### src/rtl/iter_muldiv_pkg.sv
// Shared encodings for the iterative multiply/divide/accumulate unit:
// operation codes, FSM states and handshake levels.
package iter_muldiv_pkg;

  localparam logic [2:0] MD_MULTU = 3'b000;
  localparam logic [2:0] MD_MULT  = 3'b001;
  localparam logic [2:0] MD_DIVU  = 3'b010;
  localparam logic [2:0] MD_DIV   = 3'b011;
  localparam logic [2:0] MD_MADDU = 3'b100;
  localparam logic [2:0] MD_MADD  = 3'b101;
  localparam logic [2:0] MD_MSUBU = 3'b110;
  localparam logic [2:0] MD_MSUB  = 3'b111;

  localparam logic [1:0] MD_IDLE = 2'b00;
  localparam logic [1:0] MD_CALC = 2'b01;
  localparam logic [1:0] MD_FIX  = 2'b10;
  localparam logic [1:0] MD_DONE = 2'b11;

  localparam logic DIV_START            = 1'b1;
  localparam logic DIV_STOP             = 1'b0;
  localparam logic DIV_RESULT_READY     = 1'b1;
  localparam logic DIV_RESULT_NOT_READY = 1'b0;

  function automatic logic is_div(input logic [2:0] op);
    return (op == MD_DIVU) || (op == MD_DIV);
  endfunction

  function automatic logic is_signed_op(input logic [2:0] op);
    return (op == MD_MULT) || (op == MD_DIV) || (op == MD_MADD) || (op == MD_MSUB);
  endfunction

  function automatic logic is_acc(input logic [2:0] op);
    return (op == MD_MADDU) || (op == MD_MADD) || (op == MD_MSUBU) || (op == MD_MSUB);
  endfunction

  function automatic logic is_sub(input logic [2:0] op);
    return (op == MD_MSUBU) || (op == MD_MSUB);
  endfunction

endpackage

### src/rtl/iter_muldiv_sign_fix.sv
// Final-cycle correction: restores operand signs on the unsigned result and
// folds in the HI/LO accumulator for MADD/MSUB.
module md_sign_fix #(
  parameter int WIDTH = 32
) (
  input  logic [2*WIDTH-1:0] val_i,
  input  logic [2*WIDTH-1:0] acc_i,
  input  logic               div_i,
  input  logic               neg_lo_i,
  input  logic               neg_hi_i,
  input  logic               acc_en_i,
  input  logic               sub_i,
  output logic [2*WIDTH-1:0] result_o
);

  localparam logic [WIDTH-1:0]   ONE_W  = {{(WIDTH-1){1'b0}}, 1'b1};
  localparam logic [2*WIDTH-1:0] ONE_2W = {{(2*WIDTH-1){1'b0}}, 1'b1};

  logic [2*WIDTH-1:0] prod;
  logic [WIDTH-1:0]   rem_fix;
  logic [WIDTH-1:0]   quot_fix;

  // For divides neg_lo_i flips the quotient and neg_hi_i the remainder;
  // for multiplies neg_lo_i flips the whole product.
  assign prod     = neg_lo_i ? (~val_i + ONE_2W) : val_i;
  assign rem_fix  = neg_hi_i ? (~val_i[2*WIDTH-1:WIDTH] + ONE_W) : val_i[2*WIDTH-1:WIDTH];
  assign quot_fix = neg_lo_i ? (~val_i[WIDTH-1:0] + ONE_W) : val_i[WIDTH-1:0];

  always_comb begin
    result_o = prod;
    if (div_i) begin
      result_o = {rem_fix, quot_fix};
    end else if (acc_en_i) begin
      result_o = sub_i ? (acc_i - prod) : (acc_i + prod);
    end
  end

endmodule

### src/rtl/iter_muldiv.sv
// Radix-2 iterative MULT/MADD/MSUB/DIV unit with a start/ready handshake,
// annul path and one sign/accumulate fix-up cycle.
module iter_muldiv
  import iter_muldiv_pkg::*;
#(
  parameter int WIDTH = 32
) (
  input  logic               clk,
  input  logic               rst,
  input  logic               start_i,
  input  logic               annul_i,
  input  logic [2:0]         op_i,
  input  logic [WIDTH-1:0]   opdata1_i,
  input  logic [WIDTH-1:0]   opdata2_i,
  input  logic [WIDTH-1:0]   hi_i,
  input  logic [WIDTH-1:0]   lo_i,
  output logic [2*WIDTH-1:0] result_o,
  output logic               ready_o,
  output logic               busy_o
);

  localparam int CNT_W = $clog2(WIDTH) + 1;
  localparam logic [CNT_W-1:0] LAST_STEP = CNT_W'(WIDTH - 1);
  localparam logic [CNT_W-1:0] CNT_ONE   = CNT_W'(1);
  localparam logic [WIDTH-1:0] ONE_W     = {{(WIDTH-1){1'b0}}, 1'b1};

  logic [1:0]         state_reg, state_next;
  logic [2:0]         op_reg;
  logic [CNT_W-1:0]   cnt_reg;
  logic [WIDTH-1:0]   opnd_reg;
  logic [2*WIDTH-1:0] work_reg;
  logic [2*WIDTH-1:0] acc_reg;
  logic [2*WIDTH-1:0] result_reg;
  logic               neg_lo_reg, neg_hi_reg;

  logic               sign1, sign2, div0;
  logic [WIDTH-1:0]   mag1, mag2;
  logic [WIDTH:0]     mul_sum;
  logic [WIDTH:0]     div_trial;
  logic [2*WIDTH-1:0] mul_step, div_step;
  logic [2*WIDTH-1:0] fix_result;

  // Magnitudes are read as unsigned, so the most-negative value maps to 2^(WIDTH-1).
  assign sign1 = is_signed_op(op_i) & opdata1_i[WIDTH-1];
  assign sign2 = is_signed_op(op_i) & opdata2_i[WIDTH-1];
  assign mag1  = sign1 ? (~opdata1_i + ONE_W) : opdata1_i;
  assign mag2  = sign2 ? (~opdata2_i + ONE_W) : opdata2_i;
  assign div0  = is_div(op_i) && (opdata2_i == '0);

  // Multiply: add multiplicand into the upper half when the LSB is set, then shift right.
  assign mul_sum  = {1'b0, work_reg[2*WIDTH-1:WIDTH]} + (work_reg[0] ? {1'b0, opnd_reg} : '0);
  assign mul_step = {mul_sum, work_reg[WIDTH-1:1]};

  // Divide: shift left one bit, trial-subtract the divisor from the upper half.
  assign div_trial = work_reg[2*WIDTH-1:WIDTH-1] - {1'b0, opnd_reg};
  assign div_step  = div_trial[WIDTH] ? {work_reg[2*WIDTH-2:0], 1'b0}
                                      : {div_trial[WIDTH-1:0], work_reg[WIDTH-2:0], 1'b1};

  md_sign_fix #(.WIDTH(WIDTH)) u_sign_fix (
    .val_i    (work_reg),
    .acc_i    (acc_reg),
    .div_i    (is_div(op_reg)),
    .neg_lo_i (neg_lo_reg),
    .neg_hi_i (neg_hi_reg),
    .acc_en_i (is_acc(op_reg)),
    .sub_i    (is_sub(op_reg)),
    .result_o (fix_result)
  );

  always_comb begin
    state_next = state_reg;
    if (annul_i) begin
      state_next = MD_IDLE;
    end else begin
      case (state_reg)
        MD_IDLE: if (start_i == DIV_START) state_next = div0 ? MD_DONE : MD_CALC;
        MD_CALC: begin
          if (start_i == DIV_STOP)        state_next = MD_IDLE;
          else if (cnt_reg == LAST_STEP)  state_next = MD_FIX;
        end
        MD_FIX:  state_next = (start_i == DIV_STOP) ? MD_IDLE : MD_DONE;
        MD_DONE: if (start_i == DIV_STOP) state_next = MD_IDLE;
        default: state_next = MD_IDLE;
      endcase
    end
  end

  always_ff @(posedge clk) begin
    if (rst) begin
      state_reg  <= MD_IDLE;
      op_reg     <= MD_MULTU;
      cnt_reg    <= '0;
      opnd_reg   <= '0;
      work_reg   <= '0;
      acc_reg    <= '0;
      result_reg <= '0;
      neg_lo_reg <= 1'b0;
      neg_hi_reg <= 1'b0;
    end else begin
      state_reg <= state_next;
      case (state_reg)
        MD_IDLE: begin
          if (start_i == DIV_START && !annul_i) begin
            op_reg     <= op_i;
            cnt_reg    <= '0;
            acc_reg    <= {hi_i, lo_i};
            neg_lo_reg <= sign1 ^ sign2;
            neg_hi_reg <= sign1;
            if (is_div(op_i)) begin
              work_reg <= {{WIDTH{1'b0}}, mag1};
              opnd_reg <= mag2;
            end else begin
              work_reg <= {{WIDTH{1'b0}}, mag2};
              opnd_reg <= mag1;
            end
            if (div0) result_reg <= {opdata1_i, {WIDTH{1'b1}}};
          end
        end
        MD_CALC: begin
          cnt_reg  <= cnt_reg + CNT_ONE;
          work_reg <= is_div(op_reg) ? div_step : mul_step;
        end
        MD_FIX: begin
          if (state_next == MD_DONE) result_reg <= fix_result;
        end
        default: ;
      endcase
    end
  end

  assign result_o = result_reg;
  assign ready_o  = (state_reg == MD_DONE) ? DIV_RESULT_READY : DIV_RESULT_NOT_READY;
  assign busy_o   = (state_reg == MD_CALC) || (state_reg == MD_FIX);

endmodule

### config.mk
export PLATFORM = sky130hd
export DESIGN_NAME = iter_muldiv
export DESIGN_NICKNAME = d
export VERILOG_FILES = /design/src/rtl/iter_muldiv_pkg.sv /design/src/rtl/iter_muldiv_sign_fix.sv /design/src/rtl/iter_muldiv.sv
export SDC_FILE = /design/constraint.sdc
export NUM_CORES = 1
export LEC_CHECK = 0
export CORE_UTILIZATION = 50
export CTS_BUF_LIST = sky130_fd_sc_hd__clkbuf_4
export CTS_CLUSTER_SIZE = 20
export DETAILED_ROUTE_END_ITERATION = 6
export PLACE_DENSITY = 0.71
export SLEW_MARGIN = 20
export SYNTH_ARGS = -nofsm -noshare
export SYNTH_HDL_FRONTEND = slang
export SYNTH_SLANG_ARGS = --single-unit
### constraint.sdc
create_clock -name clk -period 11.35 [get_ports clk]
set_clock_uncertainty 0.2 [all_clocks]
set_input_delay 1.7025 -clock clk [delete_from_list [all_inputs] [get_ports clk]]
set_output_delay 1.7025 -clock clk [all_outputs]
set_load 0.05 [all_outputs]
==> flow_metrics.tcl <==
set metrics [dict create \
    dp_hpwl_mm 68.16 \
    vdd_drop_max_uv 125.6 \
    die_area_um2 47420 \
    yosysWarnings 0 \
    area_growth_syn_to_layout_pct 12.98 \
    routedWlPerCell_um 22.28 \
    worst-setup-path-type "reg -> reg" \
    htree_levels 3 \
    firstDrtPassIters 6 \
    cellPowerDensity_nw_per_um2 104.3 \
    drt-initial-drc-count 2370 \
    rows 78 \
    avgSynthCellArea_um2 6.971 \
    io_buffers 200 \
    clkPwrFrac_pct 32.2 \
    cts_buffers 69 \
    antenna_found_initial 5 \
    synth_top_area_share_pct 20.30 \
    dr_total_vias 25830 \
    viasPerCell 6.378 \
    yosysUniqueCellTypes 86 \
    drv_cap 0 \
    grt_max_degree 92 \
    routed_wl_mm 90.24 \
    seqPwrFrac_pct 33.8 \
    fin_cells 4050 \
    drc 0 \
    initial_core_util_pct 50.96 \
    drive_gt1_share_pct 5.631 \
    grt_usage_pct 37.37 \
    gp_congestion 1.033 \
    synth-edff-count 0 \
    slew_viol_final 0 \
    ys_top_cells_by_count "nand2_1 (488), a21oi_1 (351), nor2_1 (342), dfxtp_1 (236), clkbuf_1 (198)" \
    path_max_fanout 34 \
    synth_seq_cells 236 \
    timing.critical_path.buf_inv 2 \
    cts_tree "yes" \
    hold_buffers 0 \
    clock_sinks 236 \
    setup_viol 0 \
    synth_top_area_cell "dfxtp_1" \
    synth_most_common_cell "nand2_1" \
    nets 3672 \
    final.min_clock_period_ns 9.257 \
    p_comb_share_pct 34.0 \
    worst_slew_pin_slew_ns 1.097 \
    die_w_um 217.8 \
    cts_buffer_depth 3 \
    grt_pass1_wl_mm 138.0 \
    synthTopCellsByArea "dfxtp_1 (20%), nand2_1 (7.9%), a21oi_1 (7.5%), ha_1 (7.4%), xnor2_1 (6.5%)" \
    synth_area_um2 23280 \
    crit_chain "inv_1 > buf_4 > ha_1 > nor4b_2 > nand4_1 > or3_1 > a211o_1 > a2111oi_1 > nand4b_1 > o21ai_0 > xnor2_1 > ha_1 > nand3_1 > nor4_1 > o311ai_0 > a41o_1 > o21ai_0 > nand4_1 > a41oi_1 > a41oi_1 > o21a_1 > o41ai_1 > mux2i_1 > a21oi_1" \
    intPower_mw 1.674 \
    clockRootBuffer "clkbuf_4" \
    synth_fp_nets 3614 \
    synthFlopType "dfxtp_1" \
    grt.overflow.total 0 \
    setup_tns_ns 0 \
    cpLargestDelayFamily "compound AO/OA/AOI/OAI gates" \
    cp_slowest_stage_delay_ns 0.92 \
    dp_cells 3925 \
    ys_seq_area_share_pct 20.30 \
    drtAntennaViolNets 0 \
    slew_headroom_pct 26.68 \
    p_sw_mw 1.069 \
    min_path_type "reg -> reg" \
    swShare_pct 38.96 \
    io_pins 201 \
    grt_pass1_vias 23890 \
    cp-end-kind "flop" \
    insertion_delay_ns 0.86 \
    core_um2 45670 \
    synthCells 3339 \
    status "finished, final reports clean" \
    crit_required_ns 11.83 \
    cp.arrival_ns 9.73 \
    power_leakage_nw 10.34 \
    worstSetupStartpointType "flop" \
    die_h_um 217.8 \
    clkTransAtPathRegs_ns 0.07 \
    fin_crit_sh_pct 81.56 \
    cp_slowest_cell "nor4b_2" \
    rsz0062_at_grt "false" \
    cts_resized 0 \
    fmax_ghz 0.1080 \
    hold_viol_final 0 \
    post_cts_buffers 0 \
    synthArstFlopShare_pct 0 \
]
logic make-up (layout without fill, tap and decap cells):
| group | Yosys count | after routing | share of synthesized area [%] |
|---|---|---|---|
| flip-flops | 236 | 236 | 20.30 |
| AND/OR/NAND/NOR | 1241 | 1241 | 24.40 |
| other | 0 | 5 | 0 |
| buffers and inverters | 337 | 443 | 5.580 |
| multiplexers | 28 | 28 | 1.236 |
| adder cells (fa/ha/maj) | 140 | 140 | 7.622 |
| AO/OA/AOI/OAI | 1032 | 1032 | 28.64 |
| XOR/XNOR | 325 | 325 | 12.23 |
path summary, 6_finish.rpt:
check	from	end	slack, ns	cells after the start
worst min-delay path	opnd_reg[27]$_SDFFE_PP0P_	opnd_reg[27]$_SDFFE_PP0P_	0.25	2
worst max register to register	work_reg[0]$_SDFFE_PP0P_	result_o[62]$_SDFFE_PP0P_	2.09	24
worst max-delay path	work_reg[0]$_SDFFE_PP0P_	result_o[62]$_SDFFE_PP0P_	2.09	24
worst min register to register	opnd_reg[27]$_SDFFE_PP0P_	opnd_reg[27]$_SDFFE_PP0P_	0.25	2
worst min-delay path, cell delays in order (launching register included):
cell     delay [ns]
dfxtp_1        0.31
nand2_1        0.05
a21oi_1        0.05
power groups by stage:
stage          logic (mW)  registers [mW]  clock network [mW]
6_report            0.933           0.928               0.882
5_1_grt              1.01           0.931               0.941
3_5_place_dp        0.911           0.944                   0
2_1_floorplan       0.610           0.956                   0
3_3_place_gp        0.901           0.942                   0
4_1_cts             0.915           0.925               0.900
area by class of cell:
| type | instances | area, um2 |
|---|---|---|
| flip-flops and latches | 236 | 4731 |
| multi-input cells | 2766 | 17310 |
| fillers | 4469 | 19380 |
| repair buffers | 231 | 2243 |
| inverters | 93 | 349.1 |
| clock buffers | 98 | 735.7 |
| well taps | 600 | 750.7 |
| clock inverters | 21 | 166.4 |
| diodes | 5 | 12.51 |
layer usage:
layer / track usage [%] / part of all wire (%)
met1: 52.39 / 44
met2: 56.62 / 43
met3: 6.416 / 9.8
met4: 14.50 / 3.8
met5: 0 / 0
metrics by stage:
step	total power [mW]	hold WS, ns	worst slack (ns)	util, %	instance area, um2
after detailed placement	1.855	0.2458	2.286	55.54	25370
after floorplan	1.567	0.2319	4.279	-	23280
final	2.743	0.2522	2.093	57.57	26300
after global routing	2.882	0.2671	1.481	57.57	26300
after CTS	2.741	0.2547	2.225	57.51	26270
after global placement	1.843	0.2422	2.520	55.54	25370
layout by cell type (no fill, tap or decap), types with 29 or more instances in the layout:
cell type and instances:
ha_1 135, nor4_1 32, o211ai_1 61, buf_4 30, o21ai_0 170, or3_1 30, clkdlybuf4s50_1 199, nor2_1 342
o31ai_1 33, a21oi_1 351, a311oi_1 32, nand4_1 29, nand2_1 487, nor3_1 88, dfxtp_1 233, inv_1 93
xnor2_1 174, nand3_1 58, a211oi_1 84, a21o_1 74, clkbuf_4 98, xor2_1 151, nand2b_1 32
No activity file was read; power rests on OpenSTA's default activity.
